**src/rtl/i2s_tx_if.sv**
```systemverilog
// Sample-pair handshake between an audio source and the I2S transmitter.
// The master offers a left/right pair with in_valid; the slave accepts it when in_ready is high.
interface i2s_tx_if #(
  parameter int BITSIZE = 16
) ();
  logic signed [BITSIZE-1:0] left_in;
  logic signed [BITSIZE-1:0] right_in;
  logic                      in_valid;
  logic                      in_ready;

  modport master (output left_in, output right_in, output in_valid, input in_ready);
  modport slave  (input left_in, input right_in, input in_valid, output in_ready);
endinterface

```
**src/rtl/i2s_tx.sv**
```systemverilog
// I2S transmitter: buffers one stereo pair and serialises it MSB first,
// one bclk after each lrclk edge, into the left (lrclk low) and right (lrclk high) slots.
module i2s_tx #(
  parameter int BITSIZE = 16
) (
  input  logic     bclk,
  input  logic     rstn,
  input  logic     lrclk,
  input  logic     enable,
  i2s_tx_if.slave  s_in,
  output logic     sdout,
  output logic     frame_load,
  output logic     underrun
);

  localparam int CW = $clog2(BITSIZE);
  localparam logic [CW-1:0] CNT_INIT = CW'(BITSIZE - 1);

  typedef enum logic [1:0] {IDLE, LEFT, RIGHT} state_t;

  state_t               r_state;
  state_t               w_state_next;
  logic                 r_lrclk_d;
  logic                 w_fall;
  logic                 w_rise;
  logic                 w_load_left;
  logic                 w_load_right;
  logic                 w_xfer;
  logic [BITSIZE-1:0]   w_load_data;
  logic                 r_hold_full;
  logic [BITSIZE-1:0]   r_hold_left;
  logic [BITSIZE-1:0]   r_hold_right;
  logic [BITSIZE-1:0]   r_shadow;
  logic [BITSIZE-1:0]   r_shift;
  logic [CW-1:0]        r_cnt;
  logic                 r_sdout;
  logic                 r_frame_load;
  logic                 r_underrun;

  assign w_fall        = r_lrclk_d & ~lrclk;
  assign w_rise        = ~r_lrclk_d & lrclk;
  assign s_in.in_ready = ~r_hold_full;
  assign w_xfer        = s_in.in_valid & ~r_hold_full;

  assign sdout      = r_sdout;
  assign frame_load = r_frame_load;
  assign underrun   = r_underrun;

  always_ff @(posedge bclk or negedge rstn) begin
    if (!rstn) begin
      r_state   <= IDLE;
      r_lrclk_d <= 1'b0;
    end else begin
      r_state   <= w_state_next;
      r_lrclk_d <= lrclk;
    end
  end

  // A fall seen while already in LEFT cannot occur without an intervening rise, so it is ignored.
  always_comb begin
    w_state_next = r_state;
    w_load_left  = 1'b0;
    w_load_right = 1'b0;
    case (r_state)
      IDLE: begin
        if (w_fall) begin
          w_state_next = LEFT;
          w_load_left  = 1'b1;
        end
      end
      LEFT: begin
        if (w_rise) begin
          w_state_next = RIGHT;
          w_load_right = 1'b1;
        end
      end
      RIGHT: begin
        if (w_fall) begin
          w_state_next = LEFT;
          w_load_left  = 1'b1;
        end
      end
      default: w_state_next = IDLE;
    endcase
  end

  always_comb begin
    w_load_data = r_shadow;
    if (w_load_left) begin
      w_load_data = r_hold_full ? r_hold_left : '0;
    end
  end

  // Holding buffer: a pair offered on the load cycle itself lands here for the next frame.
  always_ff @(posedge bclk or negedge rstn) begin
    if (!rstn) begin
      r_hold_full  <= 1'b0;
      r_hold_left  <= '0;
      r_hold_right <= '0;
      r_shadow     <= '0;
      r_frame_load <= 1'b0;
      r_underrun   <= 1'b0;
    end else begin
      if (w_xfer) begin
        r_hold_left  <= s_in.left_in;
        r_hold_right <= s_in.right_in;
        r_hold_full  <= 1'b1;
      end else if (w_load_left && r_hold_full) begin
        r_hold_full <= 1'b0;
      end
      if (w_load_left) begin
        r_shadow <= r_hold_full ? r_hold_right : '0;
      end
      r_frame_load <= w_load_left & r_hold_full;
      r_underrun   <= r_underrun | (w_load_left & ~r_hold_full);
    end
  end

  // The load edge already registers the MSB, giving the one-bclk I2S delay; a new edge truncates.
  always_ff @(posedge bclk or negedge rstn) begin
    if (!rstn) begin
      r_shift <= '0;
      r_cnt   <= '0;
      r_sdout <= 1'b0;
    end else if (w_load_left || w_load_right) begin
      r_shift <= {w_load_data[BITSIZE-2:0], 1'b0};
      r_cnt   <= CNT_INIT;
      r_sdout <= enable & w_load_data[BITSIZE-1];
    end else if (r_cnt != '0) begin
      r_shift <= {r_shift[BITSIZE-2:0], 1'b0};
      r_cnt   <= r_cnt - CW'(1);
      r_sdout <= enable & r_shift[BITSIZE-1];
    end else begin
      r_sdout <= 1'b0;
    end
  end

endmodule
```
**src/flat_wrapper.sv**
```systemverilog
// flat-port wrapper written by rule: the top's interface ports become plain ports
module i2s_tx_flat 
#(
  parameter int BITSIZE = 16
)
  (bclk, rstn, lrclk, enable, sdout, frame_load, underrun, s_in_left_in, s_in_right_in, s_in_in_valid, s_in_in_ready);
  i2s_tx_if #(.BITSIZE(BITSIZE)) s_in_i ();
  input  logic bclk;
  input  logic rstn;
  input  logic lrclk;
  input  logic enable;
  output logic sdout;
  output logic frame_load;
  output logic underrun;
  input wire logic [$bits(s_in_i.left_in)-1:0] s_in_left_in;
  input wire logic [$bits(s_in_i.right_in)-1:0] s_in_right_in;
  input wire logic [$bits(s_in_i.in_valid)-1:0] s_in_in_valid;
  output wire logic [$bits(s_in_i.in_ready)-1:0] s_in_in_ready;
  assign s_in_i.left_in = s_in_left_in;
  assign s_in_i.right_in = s_in_right_in;
  assign s_in_i.in_valid = s_in_in_valid;
  assign s_in_in_ready = s_in_i.in_ready;
  i2s_tx #(.BITSIZE(BITSIZE)) u_core (.bclk(bclk), .rstn(rstn), .lrclk(lrclk), .enable(enable), .s_in(s_in_i), .sdout(sdout), .frame_load(frame_load), .underrun(underrun));
endmodule
```
**config.mk**
```make
export PLATFORM = sky130hd
export DESIGN_NAME = i2s_tx_flat
export DESIGN_NICKNAME = d
export VERILOG_FILES = /design/src/rtl/i2s_tx_if.sv /design/src/rtl/i2s_tx.sv /design/src/flat_wrapper.sv
export SDC_FILE = /design/constraint.sdc
export NUM_CORES = 1
export LEC_CHECK = 0
export CORE_MARGIN = 8
export CORE_UTILIZATION = 45
export DETAILED_ROUTE_END_ITERATION = 8
export GPL_TIMING_DRIVEN = 1
export PLACE_DENSITY = 0.67
export SYNTH_ARGS = -nofsm -noshare
export SYNTH_HDL_FRONTEND = slang
export SYNTH_SLANG_ARGS = --single-unit
```
**constraint.sdc**
```tcl
create_clock -name bclk -period 3 [get_ports bclk]
set_input_delay 0.3 -clock bclk [delete_from_list [all_inputs] [get_ports bclk]]
set_output_delay 0.3 -clock bclk [all_outputs]
set_load 0.1 [all_outputs]
```
==> metrics.csv <==
stage;metric;value;unit
sta;Fmax;0.4779;GHz
sta;Final period util;69.75;%
final_layout;area delta synth->final;20.44;%
logic_synthesis;Synth Area in XOR/XNOR;0.5622;%
critical_path;CP startpoint kind;register;
cts;Post-CTS Setup Repair Bufs;0;
detailed_routing;mean routed wirelength per cell;16.53;um
grt;first-pass GRT wire length;10.45;mm
critical_path;worst path bufs/invs;1;
logic_synthesis;mapped cell area;0.003115;mm2
cts;TritonCTS clock tree;built;
detailed_routing;DRC;0;
logic_synthesis;Post-Synthesis Net Count;281;
die;Ports;41;
critical_path;Crit Path Class;register to output port;
cts;Worst-Skew Late Latency;0.34;ns
critical_path;Worst EP required;2.70;ns
cts;Max clock buf depth;2;
cts;H-tree depth reported by CTS;3;
critical_path;Setup crit end kind;output port;
cts;Worst-path clk slew;0.07;ns
critical_path;Worst R2R End;u_core.r_shift[2]$_DFFE_PN0P_;
critical_path;CP peak stage delay;1.12;ns
sta;final period demand of the worst path;2.092;ns
sta;Worst-Margin Slew;0.9657;ns
logic_synthesis;post-synthesis mux area share;11.57;%
sta;Final Max Slew Viols;0;
cts;root buffer cell;clkbuf_8;
sta;Final Hold Viols;0;
placement;RePlAce Congestion;0.7557;
critical_path;FF-to-FF Start;u_core.r_cnt[0]$_DFFE_PN0P_;
final_layout;layout cells sized above 1;25.26;%
logic_synthesis;FF+latch count, synth;74;
pwr;Lkg Pwr;1.620;nW
critical_path;r2r worst-path depth;6;
logic_synthesis;Cells after Synth;242;
die;FP Rows;30;
sta;Fin Hold WS;0.1609;ns
critical_path;flop2flop setup slack;1.13;ns
sta;Max-Slew Margin vs Limit;35.42;%
grt;antenna violations before repair;0;
pwr;P per Cell Area;924.5;mW/mm2
final_layout;Final nets;319;
sta;Final Setup Violations;0;
sta;RSZ-0062 raised after global routing;false;
cts;TritonCTS Buffers;9;
final_layout;n_diodes;0;
final_layout;commonest non-fill, non-tap cells in the layout;dfrtp_1 (74), nand2_1 (39), clkdlybuf4s50_1 (36);
logic_synthesis;register area share after synthesis;59.44;%
die;die width;99.21;um
logic_synthesis;YS warnings;0;
die;Initial Utilization;46.11;%
critical_path;CP delay by family, top;buffers and inverters;
cts;Post-CTS Resized;0;
die;Die ar.;0.009842;mm2
grt;number of global-route vias before repair;2057;
detailed_routing;DRT iter0 DRCs;113;
placement;buffers added on ports;40;
final_layout;most common cell after layout, fill and taps aside;dfrtp_1;
cts;clock sinks;74;
logic_synthesis;Post-Synth Simple-Gate Area;8.273;%
cts;# hold bufs at CTS;0;
detailed_routing;DRT Wirelength;6.033;mm
detailed_routing;vias per cell;5.523;
logic_synthesis;syn_area_per_cell;12.87;um2
sta;Setup Total Neg Slack;0;ns
pwr;peak supply drop;0.0004145;V
critical_path;Arrival @ worst endpoint;1.79;ns
sta;Final WS setup;0.9076;ns
logic_synthesis;Compound-Gate Fraction of Synth Area;15.34;%
placement;placed instance area;0.003568;mm2
placement;cell count after placement;349;
sta;Worst Clk Skew;0.008050;ns
run_status;status;complete, no violations;
final_layout;Finished Cell Area;0.003752;mm2
flow_run;max_cap viols;0;
logic_synthesis;largest family of logic cells by synthesized area;compound AO/OA/AOI/OAI gates;
grt;total track usage;13.42;%
die;Core Region;0.006756;mm2
final_layout;fin cells;365;
detailed_routing;antenna-violating nets left;0;
grt;grt total ovfl;0;
detailed_routing;total vias in the final route;2016;
grt;largest net degree at the start of global routing;75;
final_layout;Fillers;618;
die;Die Y;99.21;um
pwr;Total Power;3.469;mW
critical_path;critical-path cell with the highest stage delay;clkdlybuf4s50_1;
detailed_routing;first drt pass iteration count;4;
placement;HPWL after detailed placement;3.967;mm
critical_path;Crit Path Max Fanout;1;
logic_synthesis;Yosys cell types;32;
logic_synthesis;Post-Synth Adder-Cell Area;0.8032;%
final_layout;post-route core utilization;55.54;%
min_path;Hold Crit Class;input port to asynchronous set/reset pin;
placement;DP Worst Slack;0.8834;ns
critical_path;worst path cell trace;clkdlybuf4s50_1;
==> state kept, by name, indices dropped and copies added, names as in the netlist <==
register / flops
u_core.underrun: 1
u_core.r_hold_right: 16
u_core.r_hold_left: 16
u_core.frame_load: 1
u_core.r_state: 2
u_core.sdout: 1
u_core.r_shadow: 16
u_core.r_shift: 15
u_core.r_lrclk_d: 1
u_core.r_cnt: 4
u_core.r_hold_full: 1
==> power by group <==
group	internal, mW	switching [mW]
clock network	0.375	0.352
logic	0.494	0.439
registers	1.48	0.333
==> Yosys cell counts, drive strengths merged <==
cell type / instances / share of area (%)
nand2: 39 / 4.7
o21ai: 8 / 1.3
buf: 12 / 2.7
nor4bb: 1 / 0.32
xnor2: 2 / 0.56
clkbuf: 7 / 0.84
nand2b: 2 / 0.40
a22o: 14 / 3.9
a221oi: 15 / 6.4
nand4bb: 1 / 0.36
a31oi: 13 / 2.6
inv: 4 / 0.48
or3b: 2 / 0.56
nor3b: 1 / 0.40
and2b: 1 / 0.24
nor3: 1 / 0.16
and2: 1 / 0.28
dfrtp: 74 / 59
ha: 2 / 0.80
nor2b: 2 / 0.40
or3: 1 / 0.20
mux2: 32 / 12
o21bai: 1 / 0.24
a31o: 1 / 0.28
a21oi: 2 / 0.32
a22oi: 1 / 0.24
nor2: 2 / 0.24
==> cell families (layout without fill, tap and decap cells) <==
logic type               after synthesis  count (layout)
AND/OR/NAND/NOR                       54              54
adder cells (fa/ha/maj)                2               2
flip-flops                            74              74
buffers and inverters                 23              66
XOR/XNOR                               2               2
AO/OA/AOI/OAI                         55              55
multiplexers                          32              32
==> routing by layer <==
metal	part of all wire (%)	wire length (um)	track usage, %
met5	0	0	0
met4	2.4	143	7.683
met3	4.1	250	3.282
met2	44	2683	18.23
met1	49	2956	18.87
==> final cells by class <==
cell class	count	area (um2)	share of cell area, %
Timing Repair Buffer	46	445.4	11.87
Tap cell	80	100.1	2.668
Inverter	4	15.01	0.4001
Clock buffer	9	123.9	3.301
Clock inverter	7	60.06	1.601
Multi-Input combinational cell	145	1156	30.81
Sequential cell	74	1852	49.35
==> how the worst max path moves through the flow <==
stage / start / to / slack, ns / cells after the start
4_1_cts: u_core.frame_load$_DFF_PN0_ / frame_load / 0.88 / 1
2_1_floorplan: u_core.r_cnt[0]$_DFFE_PN0P_ / u_core.r_cnt[1]$_DFFE_PN0P_ / 1.25 / 7
3_3_place_gp: lrclk / u_core.r_shift[2]$_DFFE_PN0P_ / 0.93 / 6
3_5_place_dp: lrclk / u_core.r_shift[2]$_DFFE_PN0P_ / 0.88 / 6
5_1_grt: u_core.frame_load$_DFF_PN0_ / frame_load / 0.85 / 1
6_report: u_core.frame_load$_DFF_PN0_ / frame_load / 0.91 / 1
Power figures use the tool's default switching activity.
